<file path="config.mk">
export PLATFORM = sky130hd
export DESIGN_NAME = sdram_cmd_seq
export DESIGN_NICKNAME = d
export VERILOG_FILES = /design/src/rtl/sdram_pkg.sv /design/src/rtl/sdram_refresh_timer.sv /design/src/rtl/sdram_cmd_seq.sv
export SDC_FILE = /design/constraint.sdc
export NUM_CORES = 1
export LEC_CHECK = 0
export BUFFER_PORTS_ARGS = -buffer_cell sky130_fd_sc_hd__buf_2
export CELL_PAD_IN_SITES_DETAIL_PLACEMENT = 1
export CELL_PAD_IN_SITES_GLOBAL_PLACEMENT = 2
export CORE_MARGIN = 4
export CORE_UTILIZATION = 39
export CTS_BUF_LIST = sky130_fd_sc_hd__clkbuf_8
export CTS_CLUSTER_SIZE = 25
export DETAILED_ROUTE_END_ITERATION = 7
export PLACE_DENSITY_LB_ADDON = 0.1
export SLEW_MARGIN = 25
export SYNTH_ARGS = -nofsm -noshare
export SYNTH_HDL_FRONTEND = slang
export SYNTH_SLANG_ARGS = --single-unit
</file>
<file path="constraint.sdc">
create_clock -name CLK -period 4 [get_ports CLK]
set_input_delay 0.6 -clock CLK [delete_from_list [all_inputs] [get_ports CLK]]
set_output_delay 0.6 -clock CLK [all_outputs]
set_load 0.1 [all_outputs]
</file>
<file path="src/rtl/sdram_pkg.sv">
// Shared state encodings, SDRAM opcodes and the command-word builder for sdram_cmd_seq.
package sdram_pkg;

  localparam logic [4:0] S_INIT_WAIT = 5'd0;
  localparam logic [4:0] S_PRE       = 5'd1;
  localparam logic [4:0] S_PRE_WAIT  = 5'd2;
  localparam logic [4:0] S_REF       = 5'd3;
  localparam logic [4:0] S_REF_WAIT  = 5'd4;
  localparam logic [4:0] S_MRS       = 5'd5;
  localparam logic [4:0] S_MRS_WAIT  = 5'd6;
  localparam logic [4:0] S_IDLE      = 5'd7;
  localparam logic [4:0] S_RPRE      = 5'd8;
  localparam logic [4:0] S_RPRE_WAIT = 5'd9;
  localparam logic [4:0] S_RREF      = 5'd10;
  localparam logic [4:0] S_RREF_WAIT = 5'd11;
  localparam logic [4:0] S_ACT       = 5'd12;
  localparam logic [4:0] S_ACT_WAIT  = 5'd13;
  localparam logic [4:0] S_RD        = 5'd14;
  localparam logic [4:0] S_RD_WAIT   = 5'd15;
  localparam logic [4:0] S_WR        = 5'd16;
  localparam logic [4:0] S_WR_WAIT   = 5'd17;

  // {ras_n, cas_n, we_n}
  localparam logic [2:0] OP_NOP = 3'b111;
  localparam logic [2:0] OP_PRE = 3'b010;
  localparam logic [2:0] OP_REF = 3'b001;
  localparam logic [2:0] OP_MRS = 3'b000;
  localparam logic [2:0] OP_ACT = 3'b011;
  localparam logic [2:0] OP_RD  = 3'b101;
  localparam logic [2:0] OP_WR  = 3'b100;

  localparam int MAX_BANK_W = 8;
  localparam int CMD_MAX_W  = MAX_BANK_W + 6;

  function automatic int max_of(input int a, input int b);
    return (a > b) ? a : b;
  endfunction

  // Packs {cke=1, cs_n=0, op, ba[bank_w-1:0], a10} into the low bits; callers truncate to their width.
  function automatic logic [CMD_MAX_W-1:0] cmd_word(input logic [2:0] op,
                                                   input logic [MAX_BANK_W-1:0] ba,
                                                   input logic a10,
                                                   input int bank_w);
    logic [CMD_MAX_W-1:0] w;
    w = {{(CMD_MAX_W-5){1'b0}}, 2'b10, op};
    w = (w << (bank_w + 1)) | ({{(CMD_MAX_W-MAX_BANK_W){1'b0}}, ba} << 1)
        | {{(CMD_MAX_W-1){1'b0}}, a10};
    return w;
  endfunction

endpackage

</file>
<file path="src/rtl/sdram_refresh_timer.sv">
// Saturating refresh-interval timer; refresh_due is high while the timer sits at its limit.
module sdram_refresh_timer
  import sdram_pkg::*;
#(
  parameter int REFRESH_INTERVAL = 519
) (
  input  logic CLK,
  input  logic RESET,
  input  logic clr,
  output logic refresh_due
);

  localparam int TW = $clog2(REFRESH_INTERVAL + 1);
  localparam logic [TW-1:0] LIMIT = TW'(REFRESH_INTERVAL);

  logic [TW-1:0] timer_r;
  logic [TW-1:0] timer_nx_s;
  logic          due_r;

  // next timer value: clear wins over counting, counting stops at the limit
  always_comb begin
    timer_nx_s = timer_r;
    if (clr) begin
      timer_nx_s = '0;
    end else if (timer_r != LIMIT) begin
      timer_nx_s = timer_r + TW'(1);
    end else begin
      timer_nx_s = timer_r;
    end
  end

  // timer and due flag registers
  always_ff @(posedge CLK) begin
    if (!RESET) begin
      timer_r <= '0;
      due_r   <= 1'b0;
    end else begin
      timer_r <= timer_nx_s;
      due_r   <= (timer_nx_s == LIMIT);
    end
  end

  assign refresh_due = due_r;

endmodule

</file>
<file path="src/rtl/sdram_cmd_seq.sv">
// SDRAM command sequencer: power-up init, periodic auto-refresh and single-beat
// read/write with auto-precharge; cmd is registered and always matches state.
module sdram_cmd_seq
  import sdram_pkg::*;
#(
  parameter int INIT_CYCLES      = 16,
  parameter int T_RP             = 2,
  parameter int T_RFC            = 8,
  parameter int T_MRD            = 2,
  parameter int T_RCD            = 2,
  parameter int T_CAS            = 2,
  parameter int T_WR             = 2,
  parameter int INIT_REFRESHES   = 2,
  parameter int REFRESH_INTERVAL = 519,
  parameter int BANK_W           = 2
) (
  input  logic                CLK,
  input  logic                RESET,
  input  logic                rd_enable,
  input  logic                wr_enable,
  input  logic [BANK_W-1:0]   bank,
  output logic                ack,
  output logic                rd_valid,
  output logic                init_done,
  output logic                refresh_due,
  output logic [BANK_W+5:0]   cmd,
  output logic [4:0]          state
);

  localparam int CMD_W = BANK_W + 6;
  localparam int MAX_T = max_of(max_of(max_of(INIT_CYCLES, T_RFC), max_of(T_CAS + T_RP, T_WR + T_RP)),
                                max_of(max_of(T_MRD, T_RCD), INIT_REFRESHES));
  localparam int CNT_W = $clog2(MAX_T) + 1;

  typedef logic [CNT_W-1:0] cnt_t;

  logic [4:0]        state_r;
  logic [4:0]        state_nx;
  cnt_t              cnt_r;
  cnt_t              iref_r;
  logic              cnt_zero_s;
  logic              accept_s;
  logic              ref_issue_s;
  logic [BANK_W-1:0] bank_r;
  logic [BANK_W-1:0] bank_nx_s;
  logic              is_wr_r;
  logic [T_CAS-1:0]  rd_pipe_r;
  logic [2:0]        op_s;
  logic [BANK_W-1:0] ba_s;
  logic              a10_s;
  logic [CMD_W-1:0]  cmd_nx_s;
  logic [CMD_W-1:0]  cmd_r;
  logic              ack_r;
  logic              init_done_r;

  assign cnt_zero_s  = (cnt_r == '0);
  assign accept_s    = (state_r == S_IDLE) && (state_nx == S_ACT);
  assign bank_nx_s   = accept_s ? bank : bank_r;
  assign ref_issue_s = (state_r == S_REF) || (state_r == S_RREF);

  sdram_refresh_timer #(
    .REFRESH_INTERVAL(REFRESH_INTERVAL)
  ) u_refresh_timer (
    .CLK         (CLK),
    .RESET       (RESET),
    .clr         (ref_issue_s),
    .refresh_due (refresh_due)
  );

  // state register
  always_ff @(posedge CLK) begin
    if (!RESET) begin
      state_r <= S_INIT_WAIT;
    end else begin
      state_r <= state_nx;
    end
  end

  // next-state logic; IDLE priority is refresh, then read, then write
  always_comb begin
    state_nx = state_r;
    case (state_r)
      S_INIT_WAIT: if (cnt_zero_s) state_nx = S_PRE;       else state_nx = S_INIT_WAIT;
      S_PRE:                       state_nx = S_PRE_WAIT;
      S_PRE_WAIT:  if (cnt_zero_s) state_nx = S_REF;       else state_nx = S_PRE_WAIT;
      S_REF:                       state_nx = S_REF_WAIT;
      S_REF_WAIT: begin
        if (!cnt_zero_s)           state_nx = S_REF_WAIT;
        else if (iref_r == '0)     state_nx = S_MRS;
        else                       state_nx = S_REF;
      end
      S_MRS:                       state_nx = S_MRS_WAIT;
      S_MRS_WAIT:  if (cnt_zero_s) state_nx = S_IDLE;      else state_nx = S_MRS_WAIT;
      S_IDLE: begin
        if (refresh_due)                   state_nx = S_RPRE;
        else if (rd_enable || wr_enable)   state_nx = S_ACT;
        else                               state_nx = S_IDLE;
      end
      S_RPRE:                      state_nx = S_RPRE_WAIT;
      S_RPRE_WAIT: if (cnt_zero_s) state_nx = S_RREF;      else state_nx = S_RPRE_WAIT;
      S_RREF:                      state_nx = S_RREF_WAIT;
      S_RREF_WAIT: if (cnt_zero_s) state_nx = S_IDLE;      else state_nx = S_RREF_WAIT;
      S_ACT:                       state_nx = S_ACT_WAIT;
      S_ACT_WAIT: begin
        if (!cnt_zero_s)           state_nx = S_ACT_WAIT;
        else if (is_wr_r)          state_nx = S_WR;
        else                       state_nx = S_RD;
      end
      S_RD:                        state_nx = S_RD_WAIT;
      S_RD_WAIT:   if (cnt_zero_s) state_nx = S_IDLE;      else state_nx = S_RD_WAIT;
      S_WR:                        state_nx = S_WR_WAIT;
      S_WR_WAIT:   if (cnt_zero_s) state_nx = S_IDLE;      else state_nx = S_WR_WAIT;
      default:                     state_nx = S_INIT_WAIT;
    endcase
  end

  // command decode for the state being entered, so the registered cmd lines up with state
  always_comb begin
    op_s  = OP_NOP;
    ba_s  = '0;
    a10_s = 1'b0;
    case (state_nx)
      S_PRE, S_RPRE: begin op_s = OP_PRE; a10_s = 1'b1; end
      S_REF, S_RREF: op_s = OP_REF;
      S_MRS:         op_s = OP_MRS;
      S_ACT:   begin op_s = OP_ACT; ba_s = bank_nx_s; end
      S_RD:    begin op_s = OP_RD;  ba_s = bank_nx_s; a10_s = 1'b1; end
      S_WR:    begin op_s = OP_WR;  ba_s = bank_nx_s; a10_s = 1'b1; end
      default:       op_s = OP_NOP;
    endcase
    cmd_nx_s = CMD_W'(cmd_word(op_s, MAX_BANK_W'(ba_s), a10_s, BANK_W));
  end

  // wait counter is loaded with T-2 on each issue cycle, giving T-1 NOPs before the next command
  always_ff @(posedge CLK) begin
    if (!RESET) begin
      cnt_r  <= cnt_t'(INIT_CYCLES - 1);
      iref_r <= cnt_t'(INIT_REFRESHES - 1);
    end else begin
      case (state_r)
        S_PRE, S_RPRE: cnt_r <= cnt_t'(T_RP - 2);
        S_REF, S_RREF: cnt_r <= cnt_t'(T_RFC - 2);
        S_MRS:         cnt_r <= cnt_t'(T_MRD - 2);
        S_ACT:         cnt_r <= cnt_t'(T_RCD - 2);
        S_RD:          cnt_r <= cnt_t'(T_CAS + T_RP - 2);
        S_WR:          cnt_r <= cnt_t'(T_WR + T_RP - 2);
        default: begin
          if (!cnt_zero_s) cnt_r <= cnt_r - cnt_t'(1);
          else             cnt_r <= cnt_r;
        end
      endcase
      if (state_r == S_REF_WAIT && cnt_zero_s && iref_r != '0) begin
        iref_r <= iref_r - cnt_t'(1);
      end else begin
        iref_r <= iref_r;
      end
    end
  end

  // request latch and CAS-latency pipe for rd_valid
  always_ff @(posedge CLK) begin
    if (!RESET) begin
      bank_r    <= '0;
      is_wr_r   <= 1'b0;
      rd_pipe_r <= '0;
    end else begin
      bank_r    <= bank_nx_s;
      if (accept_s) is_wr_r <= !rd_enable;
      else          is_wr_r <= is_wr_r;
      rd_pipe_r <= T_CAS'({rd_pipe_r, state_r == S_RD});
    end
  end

  // registered outputs
  always_ff @(posedge CLK) begin
    if (!RESET) begin
      cmd_r       <= CMD_W'(cmd_word(OP_NOP, '0, 1'b0, BANK_W));
      ack_r       <= 1'b0;
      init_done_r <= 1'b0;
    end else begin
      cmd_r       <= cmd_nx_s;
      ack_r       <= (state_nx == S_ACT);
      init_done_r <= init_done_r || (state_nx == S_IDLE);
    end
  end

  assign cmd       = cmd_r;
  assign ack       = ack_r;
  assign init_done = init_done_r;
  assign rd_valid  = rd_pipe_r[T_CAS-1];
  assign state     = state_r;

endmodule

</file>
==> metrics.log <==
INFO  metric run_status = complete, no violations
INFO  metric floorplan.rows = 26
INFO  metric post-route-cell-area = between 0.002 and 0.0025 sq mm
INFO  metric cts.path.max_buffers = 2
INFO  metric post_layout_instance_count_excluding_filler_cells = 334
INFO  metric cellPowerDensity = 355 mW/mm^2
INFO  metric nature_of_the_critical_path_startpoint = flop
INFO  metric r2r_start = cnt_r[0]
INFO  metric clock-root-buffer = sky130_fd_sc_hd__clkbuf_8
INFO  metric io_buffer_count = 20
INFO  metric yosys-mux-area-fraction = 0%
INFO  metric grt_pass1_wl = 8.92 mm
INFO  metric reg2reg_to = cmd[3]
INFO  metric syn_to_final_growth = 11.9%
INFO  metric synth_enable_flop_cells = 0
INFO  metric yosysSeqAreaShare = roughly 37%
INFO  metric gr-usage-all-layers = about 18%
INFO  metric grt_pass1_vias = 1774
INFO  metric drtPass1Iterations = 4
INFO  metric clock_tree.htree_level_count = 2
INFO  metric synth-compound-area-share = 17.8%
INFO  metric fp.dieH = 81.4 um
INFO  metric syn_avg_cell_area = about 8.3 sq um
INFO  metric grt_antenna_before_repair = 0
INFO  metric hold_path_class = flop to flop
INFO  metric arrival = approximately 3200 ps
INFO  metric num_io_pins = 23
INFO  metric worst-setup-path-type = flop to flop
INFO  metric period_share = ~74%
INFO  metric worstSetupPathDepth = 8
INFO  metric final_hold_viol_count = 0
INFO  metric placedCellCount = 326
INFO  metric max_slew.worst_pin.slew = 812 ps
INFO  metric drv.max_cap_violation_count = 0
INFO  metric placed_area = 0.00221 sq mm
INFO  metric hold_path_depth = 1
INFO  metric fin_tns_setup = 0 ps
INFO  metric dominant_delay_contributor_by_cell_family_on_the_critical_path = compound AO/OA/AOI/OAI gates
INFO  metric wl_per_cell = ~16 um
INFO  metric timing.critical_path.cells = inv_1, ha_1, nor4b_2, a21o_1, o2111ai_1, a31oi_1, a211oi_1, a211o_1
INFO  metric diodes = 0
INFO  metric initial_core_util = approximately two fifths
INFO  metric number_of_hold_repair_buffers_added_at_the_cts_stage = 0
INFO  metric clock_latency = 300 ps
INFO  metric route.final.wire_length = 5.29 mm
INFO  metric end_kind = flop
INFO  metric first_iter_violations = between 80 and 90
INFO  metric cts_setup_buffers = 0
INFO  metric synth_cells = 253
INFO  metric cts_tree = built
INFO  metric final_nets = ~270
INFO  metric detailroute.via_count = 1849
INFO  metric finalClockSkew = 5.52 ps
INFO  metric cts_resized = 0
INFO  metric ff2ff_setup_slack = 1030 ps
INFO  metric synth.ff_latch_count = 39
INFO  metric netlist_area = 0.00210 sq mm
INFO  metric dp_hpwl = 3.81 mm
INFO  metric timing.max_slew.rel_slack = a little under half
INFO  metric path_max_fanout = 8
INFO  metric async_reset_ff_share = 0%
INFO  metric yosys.area_share.simple = ~30%
INFO  metric top_ff_cell_synth = sky130_fd_sc_hd__dfxtp_1
INFO  metric place.gp.congestion = 0.793
INFO  metric post_synth_fa_ha_maj_area_fraction = 2.98%
INFO  metric cp_slowest_stage_delay = ~700 ps
INFO  metric die_width = 81.4 um
INFO  metric layout.filler_cells = around 620
INFO  metric data_required_critical_path = 4190 ps
INFO  metric post-route-min-period = between 2000 and 3000 ps
INFO  metric critical_path_buf_inv_count = 1
INFO  metric tritoncts.num_buffers = 5
INFO  metric detail_route.vias_per_cell = 5.54
INFO  metric critical_path.slowest_cell = sky130_fd_sc_hd__nor4b_2
INFO  metric synth_top_family_by_area = simple AND/OR/NAND/NOR gates
INFO  metric cts_num_sinks = 39
INFO  metric grt_start_max_net_pins = 19
INFO  metric clk_pin_slew_worst_paths = 80 ps
INFO  metric coreArea = 0.00517 sq mm
INFO  metric holdCritStartpoint = rd_pipe_r[0]
INFO  metric ir_worst_vdd = 0.141 mV
INFO  metric die_area = ~0.0066 sq mm
INFO  metric min_delay_worst_endpoint = rd_pipe_r[1]
INFO  metric synthDistinctLibCells = 51
INFO  metric sum_of_overflow_across_all_layers_after_global_routing = 0
INFO  metric net_count_synth = 264
INFO  metric multi_input_logic_area = 0.00121 sq mm
INFO  metric post_synth_xor_area_fraction = 6.68%
INFO  metric ff2ff_path_depth = 8
INFO  metric yosysWarnings = 0
INFO  metric timing.final.setup_violations = 0
INFO  metric finalMaxSlewViolations = 0
INFO  metric ant_nets = 0
INFO  metric drc_viols = 0
INFO  metric seqCellArea = 781 sq um
INFO  metric grt_setup_unrepaired = no
INFO  metric final_layout_size_suffix_gt1_share = ~15%
INFO  metric max_clock_freq = 336 MHz
INFO  metric leakage = 0.000901 uW
stage by stage:
stage | util, % | hold WS, ps | setup slack, ps | total power (uW)
floorplan | - | 412 | 1020 | 438
global placement | 42.8 | 416 | 1320 | 447
detailed placement | 42.8 | 427 | 1180 | 448
CTS | 45.4 | 446 | 1080 | 847
global route | 45.4 | 471 | 828 | 869
finish | 45.4 | 438 | 1030 | 834
synth_stat cells (2+ instances only):
cell	number	share of area, %
sky130_fd_sc_hd__dfxtp_1	39	37
sky130_fd_sc_hd__nor2_1	31	5.5
sky130_fd_sc_hd__nand2_1	24	4.3
sky130_fd_sc_hd__a21oi_1	13	3.1
sky130_fd_sc_hd__clkbuf_1	12	2.1
sky130_fd_sc_hd__nand3_1	11	2.6
sky130_fd_sc_hd__inv_1	9	1.6
sky130_fd_sc_hd__xnor2_1	9	3.8
sky130_fd_sc_hd__nand2b_1	7	2.1
sky130_fd_sc_hd__nor3_1	7	1.7
sky130_fd_sc_hd__xor2_1	7	2.9
sky130_fd_sc_hd__a31oi_1	6	1.8
sky130_fd_sc_hd__a21o_1	5	1.8
sky130_fd_sc_hd__ha_1	5	3.0
sky130_fd_sc_hd__nor4_1	5	1.5
sky130_fd_sc_hd__a211oi_1	4	1.4
sky130_fd_sc_hd__o21ai_0	4	0.95
sky130_fd_sc_hd__or4b_1	4	1.9
sky130_fd_sc_hd__and3_1	3	0.89
sky130_fd_sc_hd__nor4b_2	3	2.1
sky130_fd_sc_hd__a31o_2	2	0.83
sky130_fd_sc_hd__and2_1	2	0.60
sky130_fd_sc_hd__and4_1	2	0.83
sky130_fd_sc_hd__buf_2	2	0.48
sky130_fd_sc_hd__buf_4	2	0.72
sky130_fd_sc_hd__conb_1	2	0.36
sky130_fd_sc_hd__nor2b_1	2	0.60
sky130_fd_sc_hd__nor3b_1	2	0.72
sky130_fd_sc_hd__nor4b_1	2	0.83
sky130_fd_sc_hd__o2111ai_1	2	0.83
sky130_fd_sc_hd__o211ai_1	2	0.72
sky130_fd_sc_hd__o22ai_1	2	0.60
sky130_fd_sc_hd__o41ai_1	2	0.83
sky130_fd_sc_hd__or3b_2	2	0.83
sequential cells by signal, indices dropped and copies added, names as in the netlist, 2 cells and up:
signal / count
bank_r: 2
rd_pipe_r: 2
state: 5
iref_r: 5
u_refresh_timer.timer_r: 10
cnt_r: 5
cmd: 6
cells in the final DEF (no fill, tap or decap), types with 3 or more instances in the layout:
cell	instances
sky130_fd_sc_hd__a211oi_1	4
sky130_fd_sc_hd__a21o_1	5
sky130_fd_sc_hd__a21oi_1	13
sky130_fd_sc_hd__a31oi_1	6
sky130_fd_sc_hd__and3_1	3
sky130_fd_sc_hd__buf_2	20
sky130_fd_sc_hd__clkbuf_8	5
sky130_fd_sc_hd__dfxtp_1	39
sky130_fd_sc_hd__ha_1	5
sky130_fd_sc_hd__inv_1	9
sky130_fd_sc_hd__nand2_1	24
sky130_fd_sc_hd__nand2b_1	7
sky130_fd_sc_hd__nand3_1	11
sky130_fd_sc_hd__nor2_1	31
sky130_fd_sc_hd__nor3_1	7
sky130_fd_sc_hd__nor4_1	5
sky130_fd_sc_hd__nor4b_2	3
sky130_fd_sc_hd__o21ai_0	4
sky130_fd_sc_hd__or4b_1	4
sky130_fd_sc_hd__xnor2_1	9
sky130_fd_sc_hd__xor2_1	7
cell families after synthesis:
| kind of cell | count (synthesis) |
|---|---|
| XOR/XNOR | 16 |
| adder cells (fa/ha/maj) | 5 |
| buffers and inverters | 26 |
| other | 2 |
| AO/OA/AOI/OAI | 51 |
| flip-flops | 39 |
| AND/OR/NAND/NOR | 114 |
final cells by class:
class                   instances  area share (%)
multi-input cells             188            51.5
clock inverters                 3            2.88
well taps                      70            3.73
flip-flops and latches         39            33.2
repair buffers                 20            4.26
inverters                       9            1.44
clock buffers                   5            2.93
where the power goes:
part / total [uW] / switching [uW] / leakage [uW] / internal (uW)
registers: 399 / 5.88 / 0.000316 / 393
logic: 39.5 / 27.2 / 0.000521 / 12.3
clock network: 395 / 146 / 0.0000644 / 249
worst max-delay path by stage:
stage / from / end
after floorplan: state[2] / cmd[0]
after global placement: cnt_r[0] / cmd[3]
after detailed placement: cnt_r[0] / cmd[3]
after CTS: cnt_r[0] / cmd[3]
after global routing: cnt_r[0] / cmd[3]
final: cnt_r[0] / cmd[3]
routing by layer:
layer / routed length, um / vias to the layer above / global-route usage (%) / part of all wire [%]
li1: - / 915 / - / -
met1: 2530 / 899 / 24.1 / 48
met2: 2480 / 26 / 27.0 / 47
met3: 189 / 9 / 3.99 / 3.6
met4: 96 / 0 / 6.93 / 1.8
met5: 0 / - / 0 / 0
Power figures use the tool's default switching activity.
